**src/rtl/fp_pkg.sv**
```systemverilog
// Shared constants, FSM state encoding and packed result type for the FP adder back end.
package fp_pkg;

  localparam int unsigned EXP_W  = 8;
  localparam int unsigned FRAC_W = 23;
  localparam int unsigned GRS_W  = 7;
  localparam int unsigned W      = FRAC_W + GRS_W + 2;
  localparam int unsigned BIAS   = 127;

  localparam logic [EXP_W-1:0] EXP_MAX = 8'hFF;

  typedef logic [1:0] state_t;
  localparam state_t IDLE  = 2'd0;
  localparam state_t NORM  = 2'd1;
  localparam state_t ROUND = 2'd2;
  localparam state_t DONE  = 2'd3;

  typedef struct packed {
    logic              sign;
    logic [EXP_W-1:0]  exp;
    logic [FRAC_W-1:0] frac;
  } fp32_t;

endpackage

```
**src/rtl/fp_round_ne.sv**
```systemverilog
// Combinational round-to-nearest-even on a normalised (or denormal) extended fraction.
module fp_round_ne
  import fp_pkg::*;
(
  input  logic [W-1:0]      frac_in,
  input  logic [EXP_W-1:0]  exp_in,
  output logic [FRAC_W-1:0] frac_out,
  output logic [EXP_W-1:0]  exp_out,
  output logic              ovf,
  output logic              inexact
);

  logic                lsb;
  logic                guard;
  logic                sticky;
  logic                inc;
  logic [FRAC_W+1:0]   mant_sum;
  logic [EXP_W:0]      exp_sum;

  assign lsb    = frac_in[GRS_W];
  assign guard  = frac_in[GRS_W-1];
  assign sticky = |frac_in[GRS_W-2:0];
  assign inc    = guard & (sticky | lsb);

  // Carry bit is always clear here, so the 25-bit sum cannot wrap.
  assign mant_sum = frac_in[W-1:GRS_W] + (FRAC_W+2)'(inc);

  always_comb begin
    exp_sum  = {1'b0, exp_in};
    frac_out = mant_sum[FRAC_W-1:0];
    if (mant_sum[FRAC_W+1]) begin
      exp_sum  = exp_sum + (EXP_W+1)'(1);
      frac_out = mant_sum[FRAC_W:1];
    end else if ((exp_in == '0) && mant_sum[FRAC_W]) begin
      // Denormal rounded up into the smallest normal.
      exp_sum = (EXP_W+1)'(1);
    end
    ovf     = (exp_sum >= {1'b0, EXP_MAX});
    exp_out = ovf ? EXP_MAX : exp_sum[EXP_W-1:0];
    if (ovf) begin
      frac_out = '0;
    end
    inexact = guard | sticky;
  end

endmodule

```
**src/rtl/fp_normalize_round.sv**
```systemverilog
// FP adder back end: iterative normalise (one shift per cycle), RNE round, IEEE-754 single pack.
module fp_normalize_round
  import fp_pkg::*;
(
  input  logic             clk,
  input  logic             reset,
  input  logic             in_valid,
  output logic             in_ready,
  input  logic             in_sign,
  input  logic [EXP_W-1:0] in_exp,
  input  logic [W-1:0]     in_frac,
  output logic             out_valid,
  input  logic             out_ready,
  output logic [31:0]      out_result,
  output logic             out_zero,
  output logic             out_ovf,
  output logic             out_inexact
);

  state_t           state_q, state_d;
  logic             sign_q, sign_d;
  logic [EXP_W-1:0] exp_q, exp_d;
  logic [W-1:0]     frac_q, frac_d;
  fp32_t            result_q, result_d;
  logic             zero_q, zero_d;
  logic             ovf_q, ovf_d;
  logic             inexact_q, inexact_d;
  logic             valid_q, valid_d;
  logic             ready_q, ready_d;

  logic [FRAC_W-1:0] rnd_frac;
  logic [EXP_W-1:0]  rnd_exp;
  logic              rnd_ovf;
  logic              rnd_inexact;

  fp_round_ne u_round (
    .frac_in  (frac_q),
    .exp_in   (exp_q),
    .frac_out (rnd_frac),
    .exp_out  (rnd_exp),
    .ovf      (rnd_ovf),
    .inexact  (rnd_inexact)
  );

  always_ff @(posedge clk) begin
    if (reset) begin
      state_q   <= IDLE;
      sign_q    <= 1'b0;
      exp_q     <= '0;
      frac_q    <= '0;
      result_q  <= '0;
      zero_q    <= 1'b0;
      ovf_q     <= 1'b0;
      inexact_q <= 1'b0;
      valid_q   <= 1'b0;
      ready_q   <= 1'b1;
    end else begin
      state_q   <= state_d;
      sign_q    <= sign_d;
      exp_q     <= exp_d;
      frac_q    <= frac_d;
      result_q  <= result_d;
      zero_q    <= zero_d;
      ovf_q     <= ovf_d;
      inexact_q <= inexact_d;
      valid_q   <= valid_d;
      ready_q   <= ready_d;
    end
  end

  always_comb begin
    state_d   = state_q;
    sign_d    = sign_q;
    exp_d     = exp_q;
    frac_d    = frac_q;
    result_d  = result_q;
    zero_d    = zero_q;
    ovf_d     = ovf_q;
    inexact_d = inexact_q;

    case (state_q)
      IDLE: begin
        if (in_valid) begin
          sign_d  = in_sign;
          exp_d   = in_exp;
          frac_d  = in_frac;
          state_d = NORM;
        end
      end
      NORM: begin
        if (frac_q == '0) begin
          exp_d         = '0;
          result_d.sign = sign_q;
          result_d.exp  = '0;
          result_d.frac = '0;
          zero_d        = 1'b1;
          ovf_d         = 1'b0;
          inexact_d     = 1'b0;
          state_d       = DONE;
        end else if (frac_q[W-1]) begin
          frac_d  = {1'b0, frac_q[W-1:2], |frac_q[1:0]};
          exp_d   = exp_q + EXP_W'(1);
          state_d = ROUND;
        end else if (frac_q[W-2]) begin
          state_d = ROUND;
        end else if (exp_q <= EXP_W'(1)) begin
          exp_d   = '0;
          state_d = ROUND;
        end else begin
          frac_d = {frac_q[W-2:0], 1'b0};
          exp_d  = exp_q - EXP_W'(1);
        end
      end
      ROUND: begin
        result_d.sign = sign_q;
        result_d.exp  = rnd_exp;
        result_d.frac = rnd_frac;
        zero_d        = (rnd_exp == '0) && (rnd_frac == '0);
        ovf_d         = rnd_ovf;
        inexact_d     = rnd_inexact;
        state_d       = DONE;
      end
      DONE: begin
        if (out_ready) begin
          state_d = IDLE;
        end
      end
      default: state_d = IDLE;
    endcase

    valid_d = (state_d == DONE);
    ready_d = (state_d == IDLE);
  end

  assign in_ready    = ready_q;
  assign out_valid   = valid_q;
  assign out_result  = result_q;
  assign out_zero    = zero_q;
  assign out_ovf     = ovf_q;
  assign out_inexact = inexact_q;

endmodule

```
**config.mk**
```make
export PLATFORM = sky130hd
export DESIGN_NAME = fp_normalize_round
export DESIGN_NICKNAME = d
export VERILOG_FILES = /design/src/rtl/fp_pkg.sv /design/src/rtl/fp_round_ne.sv /design/src/rtl/fp_normalize_round.sv
export SDC_FILE = /design/constraint.sdc
export NUM_CORES = 1
export LEC_CHECK = 0
export ABC_AREA = 0
export BUFFER_PORTS_ARGS = -buffer_cell sky130_fd_sc_hd__buf_4
export CAP_MARGIN = 20
export CORE_MARGIN = 2
export CORE_UTILIZATION = 40
export DETAILED_ROUTE_END_ITERATION = 8
export GPL_TIMING_DRIVEN = 0
export PLACE_DENSITY = 0.71
export SYNTH_ARGS = -nofsm -noshare
export SYNTH_HDL_FRONTEND = slang
export SYNTH_SLANG_ARGS = --single-unit
```
**constraint.sdc**
```tcl
create_clock -name clk -period 8.95 [get_ports clk]
set_clock_uncertainty 0.1 [all_clocks]
set_input_delay 0.895 -clock clk [delete_from_list [all_inputs] [get_ports clk]]
set_output_delay 0.895 -clock clk [all_outputs]
set_load 0.05 [all_outputs]
```
==> flow_metrics.env <==
export IMPL_status="complete, no violations"
export IMPL_core_area_um2=13300
export IMPL_slew_headroom_pct=41.8
export IMPL_fin_crit_sh_pct=46.2
export IMPL_cp_top_family="simple AND/OR/NAND/NOR gates"
export IMPL_rrSetupSlack_ns=4.82
export IMPL_area_delta_synth_final_pct=20.3
export IMPL_placed_cell_area_um2=6330
export IMPL_wl_per_cell_um=16.8
export IMPL_drt_vias_per_instance=5.90
export IMPL_drv_cap=0
export IMPL_cp_max_fo=10
export IMPL_synth_xor_area_share_pct=4.73
export IMPL_powerDensity_nw_per_um2=298
export IMPL_netlist_top_cells_area="dfxtp_1 29%, nor2_1 7.6%, a21oi_1 5.8%, clkbuf_1 4.4%, nand2_1 4.3%"
export IMPL_r2r_start="frac_q[7]$_SDFFE_PP0P_"
export IMPL_diodes=0
export IMPL_grt_max_degree=14
export IMPL_place_ws_ns=4.90
export IMPL_startpoint_type="flop"
export IMPL_grt_pass1_wl_um=28100
export IMPL_cts_sinks=80
export IMPL_ir_drop_mv=0.142
export IMPL_rr_endpoint="out_result[13]$_SDFFE_PP0P_"
export IMPL_die_area_um2=14700
export IMPL_dieHeight_um=121
export IMPL_cts_buffers_inserted=9
export IMPL_synth_compound_area_share_pct=26.4
export IMPL_synthFlopType="dfxtp_1"
export IMPL_final_area_um2=6620
export IMPL_grt_ovfl_total=0
export IMPL_yosys_warnings=0
export IMPL_drtPass1Iterations=5
export IMPL_worst_setup_path_startpoint="frac_q[7]$_SDFFE_PP0P_"
export IMPL_drt_iter0_markers=528
export IMPL_slew_violations=0
export IMPL_post_cts_buffers=0
export IMPL_syn_inst=759
export IMPL_p_switching_w=0.000944
export IMPL_syn_area_um2=5500
export IMPL_place_congestion=0.955
export IMPL_synth_top_family_by_area="simple AND/OR/NAND/NOR gates"
export IMPL_cp_arrival_ns=4.26
export IMPL_grt_usage_pct=24.1
export IMPL_endpoint="out_result[13]$_SDFFE_PP0P_"
export IMPL_endpoint_kind="flop"
export IMPL_yosys_area_share_simple_pct=28.8
export IMPL_p_int_w=0.00103
export IMPL_clkTransAtPathRegs_ns=0.07
export IMPL_ant_nets=0
export IMPL_crit_chain="and2_1 > ha_1 > buf_2 > nand2_1 > nor3_2 > nand4_4 > xnor2_2 > buf_4 > nand4_1 > a22oi_1 > or3_1 > clkbuf_1 > o21ai_1"
export IMPL_hold_buffers=0
export IMPL_critPathBufInv=3
export IMPL_avgSynthCellArea_um2=7.25
export IMPL_power_leakage_nw=2.58
export IMPL_ys_seq_elements=80
export IMPL_final_setup_tns_ns=0
export IMPL_antenna_found_initial=0
export IMPL_yosys_area_top_type="dfxtp_1"
export IMPL_tightest_slew_ns=0.865
export IMPL_hold_violations=0
export IMPL_grt_setup_unrepaired="no"
export IMPL_synth_cell_types=61
export IMPL_synth_nets=809
export IMPL_yosys_area_share_adder_pct=1.14
export IMPL_drive_gt1_share_pct=15.2
export IMPL_ff2ff_path_depth=13
export IMPL_ioPinCount=82
export IMPL_seqPwrFrac_pct=25.8
export IMPL_die_w_um=121
export IMPL_port_buffers=81
export IMPL_synth_top_area_share_pct=29.1
export IMPL_clk_latency_ns=0.36
export IMPL_root_buffer="clkbuf_16"
export IMPL_clock_path_buffers=2
export IMPL_max_freq_ghz=0.242
export IMPL_layout_cells_non_filler=1032
export IMPL_initial_core_util_pct=41.2
export IMPL_critical_path_class="reg2reg"
export IMPL_ctsResizeCount=0
export IMPL_cts_tree="yes"
export IMPL_synthArstFlopShare_pct=0
export IMPL_grt_pass1_vias=5485
export IMPL_setup_ws_ns=4.82
export IMPL_yosysSeqAreaShare_pct=29.1
export IMPL_row_count=42
export IMPL_combinationalPowerShare_pct=55.8
export IMPL_dp_hpwl_um=13200
export IMPL_place_inst=1016
export IMPL_p_sw_share_pct=47.7
export IMPL_worst_path_stages=13
export IMPL_critPathSlowestCell="dfxtp_1"
export IMPL_synthMuxAreaShare_pct=2.80
export IMPL_setup_viol=0
export IMPL_route_vias_total=6087
export IMPL_cts_max_level=3
export IMPL_layout_nets=901
export IMPL_clkPwrFrac_pct=18.4
export IMPL_routed_wl_um=17400
export IMPL_period_minus_slack_ns=4.13
export IMPL_drc=0
export IMPL_synth_edf_count=0
export IMPL_max_stage_delay_ns=0.49
export IMPL_worstHoldPathType="reg2reg"
export IMPL_cp_required_ns=9.07
==> flip-flops by register name, summed over array words and instances (netlist names) <==
signal       cells
exp_q            8
frac_q          32
out_inexact      1
out_zero         1
sign_q           1
out_result      32
in_ready         1
out_ovf          1
out_valid        1
state_q          2
==> metal layers <==
| layer | global-route usage (%) | wire [um] | vias up |
|---|---|---|---|
| met5 | 0 | 0 | - |
| met4 | 11.3 | 524 | 0 |
| met3 | 3.99 | 1370 | 42 |
| met2 | 35.3 | 7360 | 281 |
| met1 | 34.3 | 8100 | 2820 |
| li1 | - | - | 2944 |
==> synth_stat cells (3+ instances only) <==
cell type    n
a211oi_1     5
nand4_4      3
a22oi_1     12
buf_2       11
o21ai_0     28
and2_1       7
mux2i_1     12
and3_1      12
and4_1       5
a32o_1       3
nor2_1     112
nand2b_1     8
nor2b_1      7
nor4_1      12
nand4_1      9
or3_1        4
nand2_1     63
xnor2_1     16
nor3_1      42
a21o_1       5
a221oi_1    26
a21oi_1     64
buf_4        6
nor3b_1      5
xor2_1      10
ha_1         5
mux2_2       3
o31ai_1      7
o211ai_1     6
dfxtp_1     80
a311oi_1     5
o21ai_1      8
a31oi_1     11
a22o_1      16
inv_1       11
clkbuf_1    64
nand3_1     19
==> worst register-to-register path: cells and delay by family (launching register included) <==
family | cells | cell delay, ns
buffers and inverters | 3 | 0.78
and+or+nand+nor | 6 | 1.45
DFF | 1 | 0.49
AOI/OAI and AO/OA | 2 | 0.60
xor gates and xnor gates | 1 | 0.43
adders and majority gates | 1 | 0.15
==> cell families after synthesis <==
group                    count (synthesis)
multiplexers                            15
adder cells (fa/ha/maj)                  5
flip-flops                              80
XOR/XNOR                                28
AND/OR/NAND/NOR                        321
buffers and inverters                   93
AO/OA/AOI/OAI                          217
==> layout by cell type (no fill, tap or decap), types with 4 or more instances in the layout <==
cell type    n
a211oi_1     5
a21o_1       5
a21oi_1     64
a221oi_1    26
a22o_1      16
a22oi_1     12
a311oi_1     5
a31oi_1     11
and2_1       7
and3_1      12
and4_1       5
buf_2       11
buf_4       87
clkbuf_1    65
clkbuf_16    9
dfxtp_1     80
ha_1         5
inv_1       11
mux2i_1     12
nand2_1     63
nand2b_1     8
nand3_1     19
nand4_1      9
nor2_1     112
nor2b_1      7
nor3_1      42
nor3b_1      5
nor4_1      12
o211ai_1     6
o21ai_0     28
o21ai_1      8
o31ai_1      7
or3_1        4
xnor2_1     16
xor2_1      10
==> area by class of cell <==
class | instances | area, um^2
Buffer | 82 | 344
Clock buffer | 10 | 229
Clock inverter | 6 | 60.1
Fill cell | 1387 | 6730
Inverter | 11 | 41.3
Multi-Input combinational cell | 586 | 3520
Sequential cell | 80 | 1600
Tap cell | 176 | 220
Timing Repair Buffer | 81 | 608
==> per-stage QoR <==
stage,hold slack [ns],power (W),util [%]
after global routing,0.360,0.00211,49.6
after CTS,0.354,0.00196,49.6
after floorplan,0.360,0.00131,-
final,0.348,0.00198,49.6
after global placement,0.341,0.00158,47.4
after detailed placement,0.346,0.00159,47.4
==> power by group through the flow <==
stage	clock network, W	registers [W]	logic [W]
after floorplan	0	0.000550	0.000757
after global placement	0	0.000513	0.00107
after detailed placement	0	0.000515	0.00107
after CTS	0.000367	0.000508	0.00108
after global routing	0.000382	0.000520	0.00121
final	0.000364	0.000510	0.00110
==> worst min-delay path by stage <==
stage,startpoint,end,slack [ns],cells after the start
finish,out_result[7]$_SDFFE_PP0P_,out_result[7]$_SDFFE_PP0P_,0.35,2
global route,out_result[17]$_SDFFE_PP0P_,out_result[17]$_SDFFE_PP0P_,0.36,2
CTS,out_result[17]$_SDFFE_PP0P_,out_result[17]$_SDFFE_PP0P_,0.35,2
detailed placement,out_result[17]$_SDFFE_PP0P_,out_result[17]$_SDFFE_PP0P_,0.35,2
global placement,out_result[1]$_SDFFE_PP0P_,out_result[1]$_SDFFE_PP0P_,0.34,2
floorplan,sign_q$_SDFFE_PP0P_,out_result[31]$_SDFFE_PP0P_,0.36,2
(Power assumes the default switching activity.)
